File: config.mk
export PLATFORM = sky130hd
export DESIGN_NAME = floppy_sd_arbiter_flat
export DESIGN_NICKNAME = d
export VERILOG_FILES = /design/src/rtl/floppy_sd_arbiter_if.sv /design/src/rtl/floppy_sd_arbiter.sv /design/src/flat_wrapper.sv
export SDC_FILE = /design/constraint.sdc
export NUM_CORES = 1
export LEC_CHECK = 0
export ABC_CLOCK_PERIOD_IN_PS = 2000
export BUFFER_PORTS_ARGS = -buffer_cell sky130_fd_sc_hd__buf_4
export CAP_MARGIN = 20
export CORE_ASPECT_RATIO = 0.6
export CORE_MARGIN = 2
export CORE_UTILIZATION = 35
export CTS_BUF_LIST = sky130_fd_sc_hd__clkbuf_16
export CTS_CLUSTER_DIAMETER = 80
export DETAILED_ROUTE_END_ITERATION = 8
export PLACE_DENSITY_LB_ADDON = 0.08
export SETUP_SLACK_MARGIN = 0.02
export SKIP_CTS_REPAIR_TIMING = 1
export SLEW_MARGIN = 15
export SYNTH_ARGS = -nofsm -noshare
export SYNTH_HDL_FRONTEND = slang
export SYNTH_SLANG_ARGS = --single-unit
export TNS_END_PERCENT = 1
File: constraint.sdc
create_clock -name clk -period 2 [get_ports clk]
set_clock_uncertainty 0.05 [all_clocks]
set_input_delay 0.2 -clock clk [delete_from_list [all_inputs] [get_ports clk]]
set_output_delay 0.2 -clock clk [all_outputs]
set_load 0.02 [all_outputs]
File: src/rtl/floppy_sd_arbiter_if.sv
// rtl/floppy_sd_arbiter_if.sv - shared SD port plus the two floppy track-buffer clients
interface floppy_sd_arbiter_if;
   logic [31:0] sd_lba;
   logic        sd_rd;
   logic        sd_wr;
   logic        sd_ack;
   logic [8:0]  sd_buff_addr;
   logic [7:0]  sd_buff_dout;
   logic [7:0]  sd_buff_din;
   logic        sd_buff_wr;

   logic [31:0] d0_lba;
   logic [31:0] d1_lba;
   logic        d0_rd;
   logic        d1_rd;
   logic        d0_wr;
   logic        d1_wr;
   logic        d0_ack;
   logic        d1_ack;
   logic [7:0]  d0_buff_din;
   logic [7:0]  d1_buff_din;
   logic        d0_buff_wr;
   logic        d1_buff_wr;

   logic        owner;
   logic        busy;

   // Address and read data are broadcast straight through the interface, so the
   // arbiter side never touches them.
   modport master (
      output sd_lba, sd_rd, sd_wr, sd_buff_din,
      output d0_ack, d1_ack, d0_buff_wr, d1_buff_wr, owner, busy,
      input  sd_ack, sd_buff_wr,
      input  d0_lba, d1_lba, d0_rd, d1_rd, d0_wr, d1_wr, d0_buff_din, d1_buff_din
   );

   modport slave (
      input  sd_lba, sd_rd, sd_wr, sd_buff_din,
      input  d0_ack, d1_ack, d0_buff_wr, d1_buff_wr, owner, busy,
      output sd_ack, sd_buff_wr, sd_buff_addr, sd_buff_dout,
      output d0_lba, d1_lba, d0_rd, d1_rd, d0_wr, d1_wr, d0_buff_din, d1_buff_din
   );
endinterface

File: src/rtl/floppy_sd_arbiter.sv
// rtl/floppy_sd_arbiter.sv - round-robin sector arbiter sharing one SD port between two drives
module floppy_sd_arbiter (
   input  logic                clk,
   input  logic                reset,
   floppy_sd_arbiter_if.master bus
);
   typedef enum logic [1:0] {
      IDLE    = 2'd0,
      XFER    = 2'd1,
      RELEASE = 2'd2
   } state_t;

   state_t      state_q, state_d;
   logic        grant_q, grant_d;
   logic        last_q, last_d;
   logic        orphan_q, orphan_d;
   logic        old_ack_q, old_ack_d;
   logic        sd_rd_q, sd_rd_d;
   logic        sd_wr_q, sd_wr_d;
   logic [31:0] sd_lba_q, sd_lba_d;

   logic        req0, req1, any_req;
   logic        pick, pick_wr, grantee_req, ack_fall, in_xfer;
   logic [31:0] pick_lba;

   assign req0        = bus.d0_rd | bus.d0_wr;
   assign req1        = bus.d1_rd | bus.d1_wr;
   assign any_req     = req0 | req1;
   // With both requesting the client that was not served last wins.
   assign pick        = (req0 & req1) ? ~last_q : req1;
   assign pick_lba    = pick ? bus.d1_lba : bus.d0_lba;
   assign pick_wr     = pick ? bus.d1_wr : bus.d0_wr;
   assign grantee_req = grant_q ? req1 : req0;
   assign ack_fall    = old_ack_q & ~bus.sd_ack;
   assign in_xfer     = (state_q == XFER);

   always_ff @(posedge clk) begin
      if (reset) begin
         state_q   <= IDLE;
         grant_q   <= 1'b0;
         last_q    <= 1'b1;
         orphan_q  <= 1'b0;
         old_ack_q <= 1'b0;
         sd_rd_q   <= 1'b0;
         sd_wr_q   <= 1'b0;
         sd_lba_q  <= 32'd0;
      end else begin
         state_q   <= state_d;
         grant_q   <= grant_d;
         last_q    <= last_d;
         orphan_q  <= orphan_d;
         old_ack_q <= old_ack_d;
         sd_rd_q   <= sd_rd_d;
         sd_wr_q   <= sd_wr_d;
         sd_lba_q  <= sd_lba_d;
      end
   end

   always_comb begin
      state_d = state_q;
      case (state_q)
         IDLE:    if (any_req) state_d = XFER;
         XFER:    if (ack_fall) state_d = RELEASE;
         RELEASE: state_d = IDLE;
         default: state_d = IDLE;
      endcase
   end

   always_comb begin
      grant_d   = grant_q;
      last_d    = last_q;
      orphan_d  = orphan_q;
      old_ack_d = bus.sd_ack;
      sd_rd_d   = sd_rd_q;
      sd_wr_d   = sd_wr_q;
      sd_lba_d  = sd_lba_q;
      case (state_q)
         IDLE: begin
            if (any_req) begin
               grant_d  = pick;
               last_d   = pick;
               sd_lba_d = pick_lba;
               sd_wr_d  = pick_wr;
               sd_rd_d  = ~pick_wr;
               orphan_d = 1'b0;
            end
         end
         XFER: begin
            if (bus.sd_ack) begin
               sd_rd_d = 1'b0;
               sd_wr_d = 1'b0;
            end else if (!old_ack_q && !grantee_req) begin
               // Grantee gave up before the host answered; stay in XFER in case
               // the host already latched the request, but hide its ack.
               orphan_d = 1'b1;
               sd_rd_d  = 1'b0;
               sd_wr_d  = 1'b0;
            end
         end
         default: ;
      endcase
   end

   always_comb begin
      bus.sd_lba      = sd_lba_q;
      bus.sd_rd       = sd_rd_q;
      bus.sd_wr       = sd_wr_q;
      bus.owner       = grant_q;
      bus.busy        = (state_q != IDLE);
      bus.d0_ack      = bus.sd_ack & in_xfer & ~grant_q & ~orphan_q;
      bus.d1_ack      = bus.sd_ack & in_xfer & grant_q & ~orphan_q;
      bus.d0_buff_wr  = bus.sd_buff_wr & bus.d0_ack;
      bus.d1_buff_wr  = bus.sd_buff_wr & bus.d1_ack;
      bus.sd_buff_din = grant_q ? bus.d1_buff_din : bus.d0_buff_din;
   end
endmodule

File: src/flat_wrapper.sv
// flat-port wrapper written by rule: the top's interface ports become plain ports
module floppy_sd_arbiter_flat 
  (clk, reset, bus_sd_lba, bus_sd_rd, bus_sd_wr, bus_sd_buff_din, bus_d0_ack, bus_d1_ack, bus_d0_buff_wr, bus_d1_buff_wr, bus_owner, bus_busy, bus_sd_ack, bus_sd_buff_wr, bus_d0_lba, bus_d1_lba, bus_d0_rd, bus_d1_rd, bus_d0_wr, bus_d1_wr, bus_d0_buff_din, bus_d1_buff_din);
  floppy_sd_arbiter_if bus_i ();
  input  logic clk;
  input  logic reset;
  output wire logic [$bits(bus_i.sd_lba)-1:0] bus_sd_lba;
  output wire logic [$bits(bus_i.sd_rd)-1:0] bus_sd_rd;
  output wire logic [$bits(bus_i.sd_wr)-1:0] bus_sd_wr;
  output wire logic [$bits(bus_i.sd_buff_din)-1:0] bus_sd_buff_din;
  output wire logic [$bits(bus_i.d0_ack)-1:0] bus_d0_ack;
  output wire logic [$bits(bus_i.d1_ack)-1:0] bus_d1_ack;
  output wire logic [$bits(bus_i.d0_buff_wr)-1:0] bus_d0_buff_wr;
  output wire logic [$bits(bus_i.d1_buff_wr)-1:0] bus_d1_buff_wr;
  output wire logic [$bits(bus_i.owner)-1:0] bus_owner;
  output wire logic [$bits(bus_i.busy)-1:0] bus_busy;
  input wire logic [$bits(bus_i.sd_ack)-1:0] bus_sd_ack;
  input wire logic [$bits(bus_i.sd_buff_wr)-1:0] bus_sd_buff_wr;
  input wire logic [$bits(bus_i.d0_lba)-1:0] bus_d0_lba;
  input wire logic [$bits(bus_i.d1_lba)-1:0] bus_d1_lba;
  input wire logic [$bits(bus_i.d0_rd)-1:0] bus_d0_rd;
  input wire logic [$bits(bus_i.d1_rd)-1:0] bus_d1_rd;
  input wire logic [$bits(bus_i.d0_wr)-1:0] bus_d0_wr;
  input wire logic [$bits(bus_i.d1_wr)-1:0] bus_d1_wr;
  input wire logic [$bits(bus_i.d0_buff_din)-1:0] bus_d0_buff_din;
  input wire logic [$bits(bus_i.d1_buff_din)-1:0] bus_d1_buff_din;
  assign bus_sd_lba = bus_i.sd_lba;
  assign bus_sd_rd = bus_i.sd_rd;
  assign bus_sd_wr = bus_i.sd_wr;
  assign bus_sd_buff_din = bus_i.sd_buff_din;
  assign bus_d0_ack = bus_i.d0_ack;
  assign bus_d1_ack = bus_i.d1_ack;
  assign bus_d0_buff_wr = bus_i.d0_buff_wr;
  assign bus_d1_buff_wr = bus_i.d1_buff_wr;
  assign bus_owner = bus_i.owner;
  assign bus_busy = bus_i.busy;
  assign bus_i.sd_ack = bus_sd_ack;
  assign bus_i.sd_buff_wr = bus_sd_buff_wr;
  assign bus_i.d0_lba = bus_d0_lba;
  assign bus_i.d1_lba = bus_d1_lba;
  assign bus_i.d0_rd = bus_d0_rd;
  assign bus_i.d1_rd = bus_d1_rd;
  assign bus_i.d0_wr = bus_d0_wr;
  assign bus_i.d1_wr = bus_d1_wr;
  assign bus_i.d0_buff_din = bus_d0_buff_din;
  assign bus_i.d1_buff_din = bus_d1_buff_din;
  floppy_sd_arbiter u_core (.clk(clk), .reset(reset), .bus(bus_i));
endmodule
* Yosys cells after proc, flatten, opt, wreduce, memory -nomap -nowiden
Index checks and enable logic that the tools add are counted.
** Cells by class
- Eq/ne operators :: 6
- Muxes and demuxes :: 18
- Bitwise logic cells :: 17
- Reduce and logical (&&, ||, !) cells :: 10
** Operators with widths (count)
- $mux W32 :: 1
- $mux W1 :: 10
- $and A1 B1 Y1 :: 9
- $mux W8 :: 1
- $pmux W1 S2 :: 3
- $not A1 Y1 :: 5
- $mux W2 :: 2
- $ne A2 B1 Y1 const B :: 2
- $ne A2 B2 Y1 const B :: 2
- $pmux W2 S2 :: 1
- $reduce_and A2 Y1 :: 2
- $reduce_and A4 Y1 :: 1
- $reduce_bool A2 Y1 :: 2
- $ne A3 B3 Y1 const B :: 1
- $or A1 B1 Y1 :: 3
- $reduce_and A3 Y1 :: 1
- $eq A2 B1 Y1 const B :: 1
- $logic_not A1 Y1 :: 2
- $logic_not A2 Y1 :: 1
- $logic_and A1 B1 Y1 :: 1
** Storage, ports and cells
- Register bits :: 40
- Input bits :: 88
- Logic and storage cells :: 59

* Depth between registers and ports, before layout
- Word-level depth :: 7
- Gate-level depth with buffers :: 6
- Depth with buffers taken out :: 4

* Least setup slack after synthesis
OpenSTA, ideal clock, no wires.
- Path kind :: input to register
- From :: in bus_d1_wr
- To :: reg u_core.sd_lba_q[20], in the netlist u_core.bus.sd_lba[20]
- Data arrival time :: 1.333 ns
- Data required time :: 1.804 ns
- Slack :: 0.472 ns
- Stages on the path :: 6
- Buffers on the path :: 2
- Cell sequence :: or4_4 -> and2_4 -> buf_6 -> buf_4 -> nor2_1 -> a211oi_2
** On the way
- Longest elaborated chain between the ends :: 4
- Elaborated cells on any way between the ends :: 6
- Classes of those cells :: 2 x mux; 3 x bitwise; 1 x reduce/logical
** RTL lines
- from (decl) :: RTL line flat_wrapper.sv:24 : input wire logic [$bits(bus_i.d1_wr)-1:0] bus_d1_wr;
- $or A1 B1 Y1 * :: RTL line floppy_sd_arbiter.sv:27 : assign req1 = bus.d1_rd | bus.d1_wr;
- $and A1 B1 Y1 :: RTL line floppy_sd_arbiter.sv:30 : assign pick = (req0 & req1) ? ~last_q : req1;
- $mux W1 :: RTL line floppy_sd_arbiter.sv:30
- $mux W32 :: RTL line floppy_sd_arbiter.sv:31 : assign pick_lba = pick ? bus.d1_lba : bus.d0_lba;
- to (signal assigned) :: RTL line floppy_sd_arbiter.sv:55 : sd_lba_q <= sd_lba_d;
- to (decl) :: RTL line floppy_sd_arbiter.sv:20 : logic [31:0] sd_lba_q, sd_lba_d;
Every way passes the cells marked *; elsewhere a longest branch is shown, timed or not.
A chain may end at the register's enable or synchronous reset.

* Worst setup path in the final report
- From :: reg u_core.state_q[1]
- To :: reg u_core.orphan_q
** On the way
- Longest elaborated chain between the ends :: 3
- Elaborated cells on any way between the ends :: 8
- Classes of those cells :: 4 x eq/ne; 1 x mux; 3 x reduce/logical
** RTL lines
- from (decl) :: RTL line floppy_sd_arbiter.sv:13 : state_t state_q, state_d;
- from (signal assigned) :: RTL line floppy_sd_arbiter.sv:48 : state_q <= state_d;
- $eq A2 B1 Y1 / $logic_not A2 Y1 (equally long branches) :: RTL line floppy_sd_arbiter.sv:77 : case (state_q)
- $ne A2 B2 Y1 (no source line) (tied with other cells)
- $reduce_and A4 Y1 (no source line)
- to (signal assigned) :: RTL line floppy_sd_arbiter.sv:51 : orphan_q <= orphan_d;
- to (decl) :: RTL line floppy_sd_arbiter.sv:16 : logic orphan_q, orphan_d;
Several ways; a longest one is shown, not always the timed one.

==> impl_metrics.yaml <==
synth:
  synth_common_cells: "dfxtp_1, nor2_1, mux2i_1"
  avgSynthCellArea_um2: 10.3
  yosysUniqueCellTypes: 30
  synthTopCellsByArea: "dfxtp_1, a211oi_2, mux2i_1"
  seq_area_frac_synth_pct: 38.4
  synth.cell_area_um2: 2080
  synth_top_area_cell: "dfxtp_1"
  synth_fp_nets: 291
  synthArstFlopShare_pct: 0
  yosysMostFrequentCell: "dfxtp_1"
  synth_top_area_share_pct: 38.4
  ys_seq_elements: 40
  synth-edff-count: 0
  yosysWarningCount: 0
  syn-instance-count: 203
  synth_top_flop_cell: "dfxtp_1"
sta:
  fin_crit_ns: 1.71
  rsz0062_at_grt: "false"
  setup_tns_ns: 0
  hold_slack_ns: 0.101
  finalSetupViolCount: 0
  slew_headroom_pct: 47.0
  fmax_mhz: 584
  slew_viol_final: 0
  tightest_slew_ns: 0.795
  hold_viol: 0
  min_period_over_period_pct: 85.6
place:
  hpwl_um: 4090
  place_congestion: 0.805
  placedCellCount: 406
  io_buffers: 135
worst_setup_path:
  crit_fanout: 65
  cp_cell_sequence: "nor2_1 -> and2_4 -> o32ai_1 -> nor2b_1"
  path_buf_inv: 0
  critPathLaunchType: "flip-flop"
  cp.required_ns: 2.10
  cpPeakStageDelay_ns: 0.67
  cp-end-kind: "flip-flop"
  crit_family: "simple AND/OR/NAND/NOR gates"
  critPathArrivalTime_ns: 1.81
  cp_slowest_cell: "and2_4"
  crit_type: "flip-flop to flip-flop"
grt:
  antenna_found_initial: 0
  grtUsageTotal_pct: 16.2
  grt_max_degree: 66
  grt_pass1_wl_um: 8820
  grt_pass1_vias: 1887
  gr-total-overflow: 0
drt:
  drc: 0
  drt_iter0_markers: 56
  wl_per_cell_um: 13.0
  vias: 1944
  dr.pass1.iters: 4
  avgViaCountPerCell: 4.70
  wl_um: 5370
  ant_nets: 0
clock_tree:
  numCtsBuffers: 5
  root_buffer: "clkbuf_16"
  clockBufferDepth: 2
  htreeDepth: 2
  cts_tree: "yes"
  cts.sinks: 40
  clk_latency_ns: 0.27
  cts.clk_slew.worst_paths_ns: 0.06
die:
  die_area_um2: 6610
  fp-row-count: 21
  fp.dieW_um: 104
  core-area_um2: 5650
  ios: 136
  die_y_um: 63.8
  initial_core_util_pct: 36.9
finish:
  post-route-util_pct: 58.5
  stdcell_count: 414
  area_growth_pct: 58.6
  antennaDiodeCount: 0
  drive_above_1_share_pct: 56.0
  final_nets: 421
power_and_ir_drop:
  ir_drop_uv: 396
  p_leak_nw: 1.61
  power_density_nw_per_um2: 804
status:
  status: "completed"
job:
  drv_cap: 0
hold_path:
  hold_path_class: "primary input to flip-flop"
## where the power goes
group,switching (mW),internal [mW],leakage (nW)
logic,0.422,0.407,1.20
clock network,0.311,0.586,0.0814
registers,0.0466,0.886,0.333
## registers in the layout, indices dropped and copies added, names as in the netlist
signal,cells
u_core.old_ack_q,1
u_core.orphan_q,1
u_core.last_q,1
u_core.bus.sd_lba,32
u_core.bus.owner,1
u_core.state_q,2
u_core.bus.sd_rd,1
u_core.bus.sd_wr,1
## cell families (layout without fill, tap and decap cells)
kind of cell	after synthesis	in the layout	synth area share, %
and+or+nand+nor	62	62	14.2
muxes	42	42	20.6
buffers and inverters	18	149	5.46
AOI/OAI and AO/OA	41	41	21.2
DFF	40	40	38.4
## layout make-up
type | instances | area [µm²]
Tap cell | 80 | 100
Timing Repair Buffer | 138 | 1050
Clock buffer | 5 | 125
Multi-Input combinational cell | 145 | 1180
Clock inverter | 3 | 42.5
Fill cell | 531 | 2340
Sequential cell | 40 | 801
Inverter | 3 | 11.3
## layer usage
metal / track usage (%) / wire length [µm] / vias to the layer above
met5: 0 / 0 / -
met4: 3.04 / 34 / 0
met3: 5.31 / 348 / 5
met2: 25.2 / 2320 / 56
met1: 22.4 / 2670 / 889
li1: - / - / 994
## stage by stage
stage	setup WS [ns]	total power [mW]	area (µm²)
floorplan	0.472	1.45	2080
finish	0.287	2.66	3310
detailed placement	0.187	1.79	3140
global placement	0.230	1.78	3140
CTS	0.256	2.70	3310
global route	0.159	2.80	3310
## cells in the final DEF (no fill, tap or decap)
| master | Yosys | final |
|---|---|---|
| bufinv_16 | 0 | 1 |
| buf_12 | 0 | 1 |
| and3_1 | 1 | 1 |
| mux2_2 | 8 | 8 |
| inv_1 | 3 | 3 |
| nor2b_1 | 3 | 3 |
| or4_4 | 1 | 1 |
| o21ai_0 | 3 | 3 |
| a211oi_2 | 30 | 30 |
| or4_1 | 1 | 1 |
| buf_4 | 1 | 137 |
| nor3_1 | 1 | 1 |
| nor2_1 | 38 | 38 |
| clkbuf_16 | 0 | 5 |
| or2_2 | 1 | 1 |
| clkinv_1 | 0 | 1 |
| clkinv_4 | 0 | 1 |
| dfxtp_1 | 40 | 40 |
| o21ai_4 | 0 | 1 |
| nand2b_1 | 4 | 4 |
| nor4_1 | 3 | 3 |
| a21oi_1 | 4 | 4 |
| and3b_1 | 1 | 1 |
| and2_4 | 1 | 1 |
| o32ai_1 | 1 | 1 |
| a211oi_1 | 2 | 2 |
| nor3b_1 | 1 | 1 |
| mux2i_1 | 34 | 34 |
| and2_1 | 1 | 1 |
| nor4b_1 | 1 | 1 |
| nand2_1 | 4 | 4 |
## path summary, 6_finish.rpt
kind                startpoint           endpoint  slack (ns)  cells after the start
max          u_core.state_q[1]    u_core.orphan_q        0.29                      4
min                 bus_sd_ack  u_core.state_q[1]        0.10                      2
max reg2reg  u_core.state_q[1]    u_core.orphan_q        0.29                      4
min reg2reg   u_core.bus.sd_rd   u_core.bus.sd_rd        0.43                      2
## worst reg2reg max path, cell delays in order, from the launching register on
cell and delay [ns]:
dfxtp_1 0.34, nor2_1 0.15, and2_4 0.67, o32ai_1 0.21, nor2b_1 0.17
(Power assumes the default switching activity.)
